[src/rtl/sr_ff_bank.sv]
// Bank of independent synchronous SR flip-flops with edge pulses
// and a saturating S=R=1 conflict counter.
module sr_ff_bank #(
    parameter int               WIDTH = 4,
    parameter int               MODE  = 0,
    parameter logic [WIDTH-1:0] INIT  = '0,
    parameter int               CNT_W = 8
) (
    input  logic             clk,
    input  logic             reset,
    input  logic             en,
    input  logic [WIDTH-1:0] s,
    input  logic [WIDTH-1:0] r,
    input  logic             clr_cnt,
    output logic [WIDTH-1:0] q,
    output logic [WIDTH-1:0] q_rise,
    output logic [WIDTH-1:0] q_fall,
    output logic             conflict,
    output logic [CNT_W-1:0] conflict_cnt
);

    localparam logic [CNT_W-1:0] CNT_MAX = '1;

    logic [WIDTH-1:0] r_q;
    logic [WIDTH-1:0] r_rise;
    logic [WIDTH-1:0] r_fall;
    logic             r_conf;
    logic [CNT_W-1:0] r_cnt;

    logic [WIDTH-1:0] w_q_nxt;
    logic             w_conf;

    always_comb begin
        w_q_nxt = r_q;
        if (en) begin
            for (int i = 0; i < WIDTH; i++) begin
                unique case ({s[i], r[i]})
                    2'b10:   w_q_nxt[i] = 1'b1;
                    2'b01:   w_q_nxt[i] = 1'b0;
                    2'b11: begin
                        // Out-of-range MODE degrades to HOLD
                        if (MODE == 1)      w_q_nxt[i] = 1'b1;
                        else if (MODE == 2) w_q_nxt[i] = 1'b0;
                        else if (MODE == 3) w_q_nxt[i] = ~r_q[i];
                        else                w_q_nxt[i] = r_q[i];
                    end
                    default: w_q_nxt[i] = r_q[i];
                endcase
            end
        end
    end

    assign w_conf = en & (|(s & r));

    always_ff @(posedge clk) begin
        if (reset) begin
            r_q    <= INIT;
            r_rise <= '0;
            r_fall <= '0;
            r_conf <= 1'b0;
            r_cnt  <= '0;
        end else begin
            r_q    <= w_q_nxt;
            r_rise <= ~r_q & w_q_nxt;
            r_fall <= r_q & ~w_q_nxt;
            r_conf <= w_conf;
            // Clear wins over a same-cycle increment
            if (clr_cnt) begin
                r_cnt <= '0;
            end else if (w_conf && (r_cnt != CNT_MAX)) begin
                r_cnt <= r_cnt + CNT_W'(1);
            end
        end
    end

    assign q            = r_q;
    assign q_rise       = r_rise;
    assign q_fall       = r_fall;
    assign conflict     = r_conf;
    assign conflict_cnt = r_cnt;

endmodule

[config.mk]
export PLATFORM = sky130hd
export DESIGN_NAME = sr_ff_bank
export DESIGN_NICKNAME = d
export VERILOG_FILES = /design/src/rtl/sr_ff_bank.sv
export SDC_FILE = /design/constraint.sdc
export NUM_CORES = 1
export LEC_CHECK = 0
export CORE_UTILIZATION = 49
export CTS_BUF_LIST = sky130_fd_sc_hd__clkbuf_8
export CTS_CLUSTER_SIZE = 8
export DETAILED_ROUTE_END_ITERATION = 16
export GPL_ROUTABILITY_DRIVEN = 0
export HOLD_SLACK_MARGIN = 0.12
export PLACE_DENSITY = 0.86
export SLEW_MARGIN = 10
export SYNTH_ARGS = -nofsm -noshare
export SYNTH_HDL_FRONTEND = slang
export SYNTH_SLANG_ARGS = --single-unit
[constraint.sdc]
create_clock -name clk -period 3.2 [get_ports clk]
set_input_delay 0.48 -clock clk [delete_from_list [all_inputs] [get_ports clk]]
set_output_delay 0.48 -clock clk [all_outputs]
set_load 0.005 [all_outputs]
==> impl_results.md <==
* Final setup margin at 1.217 ns
* CP max stage cell: o41ai_1
* Final worst path period need at 1.983 ns
* Most common cell after layout, fill and taps aside: clkdlybuf4s50_1
* Critical Path AT at 2.13 ns
* # IOs at 33
* Final ANT Viol Nets at 0
* Skew final at 0.001706 ns
* R2R cell count at 5
* Status: completed
* WL final at 2.182 mm
* Seq/Total Area, Yosys at a little over two fifths
* Worst skew pair latency at 0.25 ns
* CP cell instances: clkdlybuf4s50_1, ha_1, o41ai_1, nor3_1, mux2i_1, nor2_1
* Initial antenna violation count at 0
* Min-delay worst type: register to register
* Post-Synthesis Cells at 93
* Syn nets at 114
* DR iter-0 viols at 9
* Crit start category: input pin
* Layout cells sized above 1 at 5.512%
* Non-filler cells, final at 152
* Port Buffers at 32
* First drt pass iteration count at 4
* Overflow left after global routing at 0
* Leak pwr at 0.5442 nW
* Fin crit share at around 62%
* Width of the die at 46.17 um
* DRC viols at 0
* Die Y at 46.17 um
* Post_cts resized at 0
* WL/cell at 14.36 um
* Area of the core at 1783 sq um
* CTS tree: yes
* Rel. slew slack at approximately 64%
* Clk slew on worst S/H paths at about 0.08 ns
* CP max stage delay at 0.57 ns
* Place WS at roughly 0.95 ns
* Maximum clock path buffer count at 2
* Met1 Use GR at a little under a quarter
* Die Area at 2132 sq um
* Max Freq at 0.5043 GHz
* Nets at 149
* RR Endpoint: conflict_cnt[5]
* Vias per std cell at 5.336
* Peak fanout along the critical path at 3
* Top-area cell type share of the netlist area at a little over two fifths
* GR Util met3 at approximately 3.5%
* Total GRT Usage at 21.67%
* Hold_buf cts at 0
* Synth area leaders: dfxtp_1 (44%), ha_1 (12%), mux2i_1 (7.3%)
* Max-Cap Viols at 0
* Row cnt at 15
* Synth cell types at 25
* Ant diodes at 0
* Crit Path Category: input pin to register
* Layout overhead on the synthesized area at 40.71%
* Worst Setup SP: s[0]
* Gr busiest metal: met2
* Global-route wire length before repair at 3.277 mm
* RSZ-0062 raised after global routing: no
* Setup tns final at 0 ns
* Final-report hold violation count at 0
* Register bit total from synthesis at 21
* Initial Utilization at ~54%
* Sink Count at 21
* Setup violations, final at 0
* Commonest cells after routing, fill and taps aside: clkdlybuf4s50_1 (32), dfxtp_1 (21), nor2_1 (12)
* YS warnings at 0
* Final Max Slew Viols at 0
* Crit end category: register
* Largest area contributor in the netlist: dfxtp_1
* Register-to-register setup slack at 1.73 ns
* Peak supply drop at 316.1 uV
* Number of CTS-inserted buffers at 3
* Routed vias at 811
* Tightest Pin Transition at 0.5326 ns
* Post-CTS Setup Repair Bufs at 0
* Root buffer cell: clkbuf_8
* # H-tree levels at 1
* Placed Instances at ~150
* Met2 GRT Util at 41.97%
* Critical R2R Launch: conflict_cnt[0]
* Largest net degree at the start of global routing at 13
* DPL Wire Length at 1.632 mm
* End of the critical path: conflict_cnt[6]
* WP data required at 3.35 ns
* Post-Syn Area at 955.9 sq um
* Vias in the first global route at 787
* Avg Cell Area, Syn at just over 10 sq um
* Final Power at 0.0005033 W
* PwrDens at ~370 nW/um^2
## per-layer routing
layer | part of all wire (%) | wire (um) | vias up
li1 | - | - | 394
met1 | 43 | 938 | 374
met2 | 50 | 1089 | 39
met3 | 5.7 | 125 | 4
met4 | 1.3 | 29 | 0
met5 | 0 | 0 | -
## through the flow
stage                     instance area (sq um)  hold slack, ns  util, %
after floorplan                           955.9          0.4657        -
after global placement                     1300          0.4573    72.91
after detailed placement                   1300          0.4654    72.91
after CTS                                  1345          0.4801    75.44
after global routing                       1345          0.5004    75.44
final                                      1345          0.4784    75.44
## cells by family after synthesis
group / synth area share [%]
compound gates: 8.245
xor+xnor: 3.665
fa+ha+maj: 11.78
buf+inv: 2.355
flops: 43.98
mux: 7.330
simple gates: 22.64
## flip-flops by register name (all words and copies together), names as in the netlist
signal and flops:
conflict_cnt 8, q_fall 4, q 4, conflict 1, q_rise 4
## cell type report
class,instances,area [sq um]
multi-input cells,66,513.0
flip-flops and latches,21,420.4
well taps,25,31.28
inverters,4,15.01
repair buffers,32,320.3
clock buffers,3,41.29
clock inverters,1,3.754
fillers,138,437.9
## synth_stat cells, drive strengths merged
cell type,count
nor2,12
nor4b,4
mux2i,7
xor2,4
inv,4
nand3,3
nor3,5
o41ai,1
ha,9
clkbuf,1
buf,1
o21ai,2
or3,1
o41a,1
o211ai,3
a21oi,1
dfxtp,21
and3,2
or2,1
nand2b,1
nand4,1
nand2,2
nor3b,1
or2b,5
## critical path: cells and delay by family
| kind | cells | cell delay, ns |
|---|---|---|
| multiplexers | 1 | 0.20 |
| AO/OA/AOI/OAI | 1 | 0.57 |
| adder cells (fa/ha/maj) | 1 | 0.25 |
| AND/OR/NAND/NOR | 2 | 0.20 |
| buffers and inverters | 1 | 0.43 |
## worst min-delay path by stage
stage	from	depth (start not counted)	slack [ns]	to
after global placement	q[0]	1	0.46	q_rise[0]
final	q[1]	1	0.48	q_rise[1]
after detailed placement	q[0]	1	0.47	q_rise[0]
after CTS	q[0]	1	0.48	q_rise[0]
after floorplan	q[0]	1	0.47	q_rise[0]
after global routing	q[1]	1	0.50	q_rise[1]
## where the power goes
part	total, W	switching (W)	internal (W)
logic	0.0000641	0.0000271	0.0000370
registers	0.000270	0.00000322	0.000267
clock network	0.000169	0.0000841	0.0000853
total	0.000503	0.000114	0.000389
(Power assumes the default switching activity.)
